`src/rtl/ifu.sv`:
```
// Instruction fetch unit: single outstanding imem request, one-entry instruction buffer, redirect squash.
// Optional macro IFU_MISALIGN_CHECK_EN: misaligned redirect targets become fault markers instead of fetches.
module ifu #(
  parameter logic [31:0] RESET_PC = 32'h8000_0000
) (
  input  logic        clk,
  input  logic        rst,
  output logic        imem_req_valid,
  input  logic        imem_req_ready,
  output logic [31:0] imem_addr,
  input  logic        imem_resp_valid,
  input  logic [31:0] imem_resp_data,
  input  logic        imem_resp_err,
  input  logic        redirect_valid,
  input  logic [31:0] redirect_pc,
  output logic        cmd_valid,
  input  logic        cmd_ready,
  output logic [31:0] cmd,
  output logic [31:0] cmd_pc,
  output logic        cmd_fault
);

  typedef enum logic [1:0] {
    S_REQ  = 2'd0,
    S_WAIT = 2'd1,
    S_HOLD = 2'd2
  } state_t;

  localparam logic [31:0] NOP = 32'h0000_0013;

  state_t      r_state;
  state_t      w_state_nx;
  logic [31:0] r_pc;
  logic [31:0] w_pc_nx;
  logic        r_drop;
  logic        w_drop_nx;
  logic        r_mis_pend;
  logic        w_mis_pend_nx;
  logic [31:0] r_cmd;
  logic [31:0] r_cmd_pc;
  logic        r_fault;
  logic        w_buf_load;
  logic        w_mis_load;
  logic        w_misalign;
  logic [31:0] w_redir_pc;

  assign w_redir_pc = {redirect_pc[31:2], 2'b00};

`ifdef IFU_MISALIGN_CHECK_EN
  assign w_misalign = redirect_valid && (redirect_pc[1:0] != 2'b00);
`else
  assign w_misalign = 1'b0;
`endif

  always_comb begin
    w_state_nx    = r_state;
    w_pc_nx       = r_pc;
    w_drop_nx     = r_drop;
    w_mis_pend_nx = r_mis_pend;
    w_buf_load    = 1'b0;
    w_mis_load    = 1'b0;
    case (r_state)
      S_REQ: begin
        if (redirect_valid) begin
          w_pc_nx = w_redir_pc;
          if (imem_req_ready) begin
            // the old request is already accepted: wait out its response, then honour the redirect
            w_state_nx    = S_WAIT;
            w_drop_nx     = 1'b1;
            w_mis_pend_nx = w_misalign;
            w_mis_load    = w_misalign;
          end else if (w_misalign) begin
            w_state_nx = S_HOLD;
            w_mis_load = 1'b1;
          end
        end else if (imem_req_ready) begin
          w_state_nx = S_WAIT;
        end
      end
      S_WAIT: begin
        if (redirect_valid) begin
          w_pc_nx       = w_redir_pc;
          w_mis_pend_nx = w_misalign;
          w_mis_load    = w_misalign;
          if (imem_resp_valid) begin
            w_drop_nx     = 1'b0;
            w_mis_pend_nx = 1'b0;
            w_state_nx    = w_misalign ? S_HOLD : S_REQ;
          end else begin
            w_drop_nx = 1'b1;
          end
        end else if (imem_resp_valid) begin
          if (r_drop) begin
            w_drop_nx     = 1'b0;
            w_mis_pend_nx = 1'b0;
            w_state_nx    = r_mis_pend ? S_HOLD : S_REQ;
          end else begin
            w_buf_load = 1'b1;
            w_state_nx = S_HOLD;
          end
        end
      end
      S_HOLD: begin
        if (redirect_valid) begin
          w_pc_nx = w_redir_pc;
          if (w_misalign) begin
            w_mis_load = 1'b1;
          end else begin
            w_state_nx = S_REQ;
          end
        end else if (cmd_ready) begin
          w_pc_nx    = r_pc + 32'd4;
          w_state_nx = S_REQ;
        end
      end
      default: w_state_nx = S_REQ;
    endcase
  end

  always_ff @(posedge clk) begin
    if (rst) begin
      r_state    <= S_REQ;
      r_pc       <= RESET_PC;
      r_drop     <= 1'b0;
      r_mis_pend <= 1'b0;
      r_cmd      <= NOP;
      r_cmd_pc   <= '0;
      r_fault    <= 1'b0;
    end else begin
      r_state    <= w_state_nx;
      r_pc       <= w_pc_nx;
      r_drop     <= w_drop_nx;
      r_mis_pend <= w_mis_pend_nx;
      if (w_buf_load) begin
        r_cmd    <= imem_resp_err ? NOP : imem_resp_data;
        r_cmd_pc <= r_pc;
        r_fault  <= imem_resp_err;
      end else if (w_mis_load) begin
        r_cmd    <= NOP;
        r_cmd_pc <= redirect_pc;
        r_fault  <= 1'b1;
      end
    end
  end

  assign imem_req_valid = (r_state == S_REQ);
  assign imem_addr      = r_pc;
  assign cmd_valid      = (r_state == S_HOLD);
  assign cmd            = r_cmd;
  assign cmd_pc         = r_cmd_pc;
  assign cmd_fault      = r_fault;

endmodule
```
`config.mk`:
```
export PLATFORM = sky130hd
export DESIGN_NAME = ifu
export DESIGN_NICKNAME = d
export VERILOG_FILES = /design/src/rtl/ifu.sv
export SDC_FILE = /design/constraint.sdc
export NUM_CORES = 1
export LEC_CHECK = 0
export ABC_AREA = 1
export BUFFER_PORTS_ARGS = -buffer_cell sky130_fd_sc_hd__buf_2
export CAP_MARGIN = 20
export CORE_AREA = 2 2 110 112
export CTS_CLUSTER_DIAMETER = 120
export DETAILED_ROUTE_END_ITERATION = 12
export DIE_AREA = 0 0 112 114
export PLACE_DENSITY = 0.65
export SLEW_MARGIN = 20
export SYNTH_ARGS = -nofsm -noshare
export SYNTH_HDL_FRONTEND = slang
export SYNTH_SLANG_ARGS = --single-unit
```
`constraint.sdc`:
```
create_clock -name clk -period 2.35 [get_ports clk]
set_input_delay 0.3525 -clock clk [delete_from_list [all_inputs] [get_ports clk]]
set_output_delay 0.3525 -clock clk [all_outputs]
set_load 0.1 [all_outputs]
```
======== Word-level counts from Yosys, hierarchy flattened ========
Cells that the tools add are included.
operators by class
  multiplexer cells ....................... 33
  multipliers ............................. 0
  reductions and logical operators ........ 8
  add/sub/neg operators ................... 1
  equality and inequality tests ........... 9
  bitwise operators ....................... 0
  div/mod/pow operators ................... 0
  order comparisons ....................... 0
  shifts and indexed selects .............. 0
operators with widths
  cell                   number
  $mux 32                6
  $pmux 32 s2            1
  $add 32x3->32 const B  1
  $mux 2                 8
  $mux 1                 15
  $ne 2x1->1 const B     3
  $ne 3x3->1 const B     2
  $pmux 2 s3             1
  $reduce_and 3->1       2
  $reduce_and 5->1       1
  $pmux 1 s2             2
  $reduce_and 4->1       1
  $reduce_bool 2->1      2
  $ne 3x2->1 const B     1
  $eq 2x1->1 const B     1
  $eq 2x2->1 const B     1
  $logic_not 2->1        1
  $ne 2x2->1 const B     1
  $reduce_or 2->1        1
storage, ports and cells
  memory bits (writable) .................. 0
  memory bits (read-only) ................. 0
  logic and storage cells ................. 58
  input port bits ......................... 71
  memories ................................ 0
  bits in registers ....................... 101
  bits in latches ......................... 0
  output and inout port bits .............. 99

======== Longest topological paths before layout ========
  word-level depth ........................ 5
  depth in mapped cells ................... 10

======== Worst setup path before layout ========
Ideal clock, no wire load.
  kind .................................... register to register
  from .................................... register r_pc[3], in the netlist imem_addr[3]
  to ...................................... register r_pc[20], in the netlist imem_addr[20]
  period minus slack after synthesis ...... 2.340 ns
  cell stages (with the launch flop) ...... 11
  arrival time ............................ 2.223 ns
  library setup time ...................... 0.117 ns
  setup slack ............................. 0.010 ns
  cell sequence ........................... dfxtp_1 ha_1 nand2_1 nor2_2 nand2_1 nor2_2 nand3_1 a21oi_1 nand2_1 nand2_1 nor2_1
between the ends
  word-level cells in the longest chain between the ends .. 4
RTL lines
  what                    line  RTL
  from (decl)             33    logic [31:0] r_pc;
  from (signal assigned)  131   r_pc <= w_pc_nx;
  $add 32x3->32           112   w_pc_nx = r_pc + 32'd4;
  $mux 32                 111   end else if (cmd_ready) begin
  $mux 32                 104   if (redirect_valid) begin
  $pmux 32 s2             62    case (r_state)
No other way between the ends. The select of a mux whose other input is x is not followed.
A chain may end at the register's enable or synchronous reset.

======== Worst setup path after layout ========
Same ends and word-level chain as after synthesis.

==> metrics.md <==
| Metric | Value |
|---|---|
| DP Wirelength | `10.4 mm` |
| P_sw | `1.39 mW` |
| Reg area | `1920 um^2` |
| Final Hold Vio Count | `0` |
| Cells after synthesis | `644` |
| Pint | `2.61 mW` |
| Critical Path RT | `2600 ps` |
| Skew-Pair Late Insertion Delay | `340 ps` |
| I/O Buffers | `163` |
| CTS H-tree depth | `3` |
| Pin count of the biggest net entering global routing | `39` |
| Slew Limit Fails | `0` |
| Worst setup EP type | `flip-flop` |
| Tmin final | `1890 ps` |
| Row cnt | `40` |
| DRT Pass-1 Iters | `5` |
| Detail Route Antenna Nets | `0` |
| Pwr Density | `700 nW/um^2` |
| Via count | `4,835` |
| Routed wire length | `14.1 mm` |
| TritonCTS Sinks | `96` |
| Number of global-route vias before repair | `4,531` |
| WL/cell | `15.0 um` |
| Io pins | `170` |
| Clock-pin slew on the worst setup and hold paths | `70 ps` |
| GPL Wtd Cong | `0.880` |
| Post-synth EDFFs | `0` |
| M3 GR Usage | `6.91%` |
| DIE AREA | `12,800 um^2` |
| Yosys cell types | `36` |
| ANT cells | `0` |
| CP arrival | `2140 ps` |
| Area of the multi-input gates | `2250 um^2` |
| Fraction of registers with async set/reset | `0%` |
| Setup Fix Bufs, Post-CTS | `0` |
| DIE WIDTH | `112 um` |
| Outcome | `complete, no violations` |
| Max-Cap Viols | `0` |
| Crit path max fanout | `5` |
| Tot GR Track Use | `22.0%` |
| Layout cells sized above 1 | `25.9%` |
| First-pass GRT wire length | `22.4 mm` |
| Area Overhead vs Synth | `25.5%` |
| Met2 usage | `37.5%` |
| Met1 GRT Util | `26.6%` |
| Syn Area/Cell | `7.07 um^2` |
| Sw Share | `34.7%` |
| Crit share post-route | `80.5%` |
| Clock Power Share | `34.3%` |
| TritonCTS Buffers | `9` |
| Post-synthesis cell area | `4550 um^2` |
| Setup CP Type | `flip-flop to flip-flop` |
| Seq pwr share | `44.0%` |
| Post-synth top area cell | `dfxtp_1` |
| #FFs+latches synth | `96` |
| Post-synth top flop | `dfxtp_1` |
| Remaining Overflow, GRT | `0` |
| LEAKAGE | `2.50 nW` |
| Yosys Warn Count | `0` |
| Setup TNS | `0 ps` |
| 1st-iter DRT viols | `373` |
| Highest clock rate | `529 MHz` |
| Comb pwr share | `21.7%` |
| Initial antenna violation count | `1` |
| Via density | `5.12` |
| Total power | `4.00 mW` |
| DRC | `0` |
| Grt peak-use layer | `met2` |
| TritonCTS clock tree | `done` |
| Filler instances | `1,227` |
| Nets | `866` |
| Finished Core Util | `48.8%` |
| RSZ-0062 raised after global routing | `false` |
| Final setup viols | `0` |
| CTS Root Cell | `clkbuf_16` |
| Register area share after synthesis | `42.2%` |
| Peak supply drop | `393 uV` |
| Top post-synthesis cells by area | `dfxtp_1, nand2_1, nor2_1` |
| Hold_buf cts | `0` |
| Yosys top cell area share | `42.2%` |
| Worst Setup Start Kind | `flip-flop` |
| Core area | `11,700 um^2` |
| Post-CTS Resized | `0` |
| Hold crit path type | `input port to flip-flop` |
| Vert. Die Dim | `114 um` |
| CTS Buffer Depth | `2` |
| Worst Skew | `8.51 ps` |
| Initial core utilization | `38.9%` |
==> power groups by stage <==
stage	Combinational (mW)	Clock, mW	Sequential (mW)
2_1_floorplan	0.265	0	2.22
3_3_place_gp	0.860	0	1.79
3_5_place_dp	0.869	0	1.80
4_1_cts	0.870	1.41	1.76
5_1_grt	0.916	1.48	1.77
6_report	0.868	1.37	1.76
==> kinds of logic (layout without fill, tap and decap cells) <==
family / Yosys count / in the layout / share of synthesized area (%)
other: 1 / 4 / 0.0824
AOI/OAI and AO/OA: 163 / 163 / 21.2
DFF: 96 / 96 / 42.2
and+or+nand+nor: 298 / 298 / 27.1
xor gates and xnor gates: 3 / 3 / 0.578
adders and majority gates: 1 / 1 / 0.275
buffers and inverters: 82 / 233 / 8.52
==> state kept, by name, summed over array words and instances, names as in the netlist <==
name       count
r_drop         1
cmd_pc        30
cmd           32
cmd_fault      1
r_state        2
imem_addr     30
==> layout by cell type (no fill, tap or decap), types with 2 or more instances in the layout <==
cell and instances:
a22oi_1 28, a21oi_1 54, buf_4 11, o21ai_0 51, nor2_1 91, buf_2 163
nand3_1 35, inv_1 39, dfxtp_1 96, nor3_1 5, inv_2 4, conb_1 4
nand4_1 5, a21oi_2 3, nand2_1 151, o21a_1 20, clkbuf_16 9, nor2_2 4
xor2_1 2, o211ai_1 2
==> critical path, cell delays in order, from the launching register on <==
cell	delay [ps]
dfxtp_1	380
ha_1	190
nand2_1	80
nor2_2	170
nand2_1	200
nor2_2	250
nand3_1	150
a21oi_1	200
nand2_1	80
nand2_1	60
nor2_1	40
==> path summary, 6_finish.rpt <==
check | from | to | slack, ps | cells after the start
max | imem_addr[3]$_SDFFE_PP0P_ | imem_addr[20]$_SDFFE_PP0P_ | 460 | 10
min | imem_resp_data[4] | cmd[4]$_SDFFE_PP1P_ | 230 | 3
max reg2reg | imem_addr[3]$_SDFFE_PP0P_ | imem_addr[20]$_SDFFE_PP0P_ | 460 | 10
min reg2reg | cmd[2]$_SDFFE_PP0P_ | cmd[2]$_SDFFE_PP0P_ | 460 | 2
==> per-layer routing <==
| metal | vias up | wire length, um |
|---|---|---|
| li1 | 2420 | - |
| met1 | 2204 | 6010 |
| met2 | 188 | 6660 |
| met3 | 21 | 1150 |
| met4 | 2 | 298 |
| met5 | - | 13 |
==> cell usage after synthesis, types with 2 or more instances <==
| cell type | n |
|---|---|
| o21a_1 | 20 |
| nor2_2 | 3 |
| buf_6 | 3 |
| a22oi_1 | 28 |
| nor3_1 | 5 |
| nand4_1 | 5 |
| a21oi_1 | 54 |
| xor2_1 | 2 |
| buf_2 | 10 |
| dfxtp_1 | 96 |
| clkbuf_1 | 18 |
| inv_1 | 39 |
| a21oi_2 | 3 |
| o21ai_0 | 51 |
| inv_2 | 4 |
| o211ai_1 | 2 |
| nand3_1 | 35 |
| nor2_1 | 92 |
| buf_4 | 6 |
| buf_8 | 2 |
| nand2_1 | 151 |
==> area by class of cell <==
| type | instances | area share (%) |
|---|---|---|
| Tap cell | 147 | 3.22 |
| Clock buffer | 11 | 4.25 |
| Timing Repair Buffer | 175 | 16.1 |
| Inverter | 43 | 2.83 |
| Multi-Input combinational cell | 469 | 39.5 |
| Sequential cell | 96 | 33.6 |
| Clock inverter | 4 | 0.526 |
==> metrics by stage <==
step / setup WS [ps] / hold WS (ps) / std cells / area (um^2)
after floorplan: 9.94 / 464 / 647 / 4560
after global placement: 506 / 441 / 930 / 5440
after detailed placement: 470 / 458 / 930 / 5440
after CTS: 453 / 220 / 945 / 5710
after global routing: 232 / 235 / 945 / 5710
final: 459 / 231 / 945 / 5710
Power figures use the tool's default switching activity.
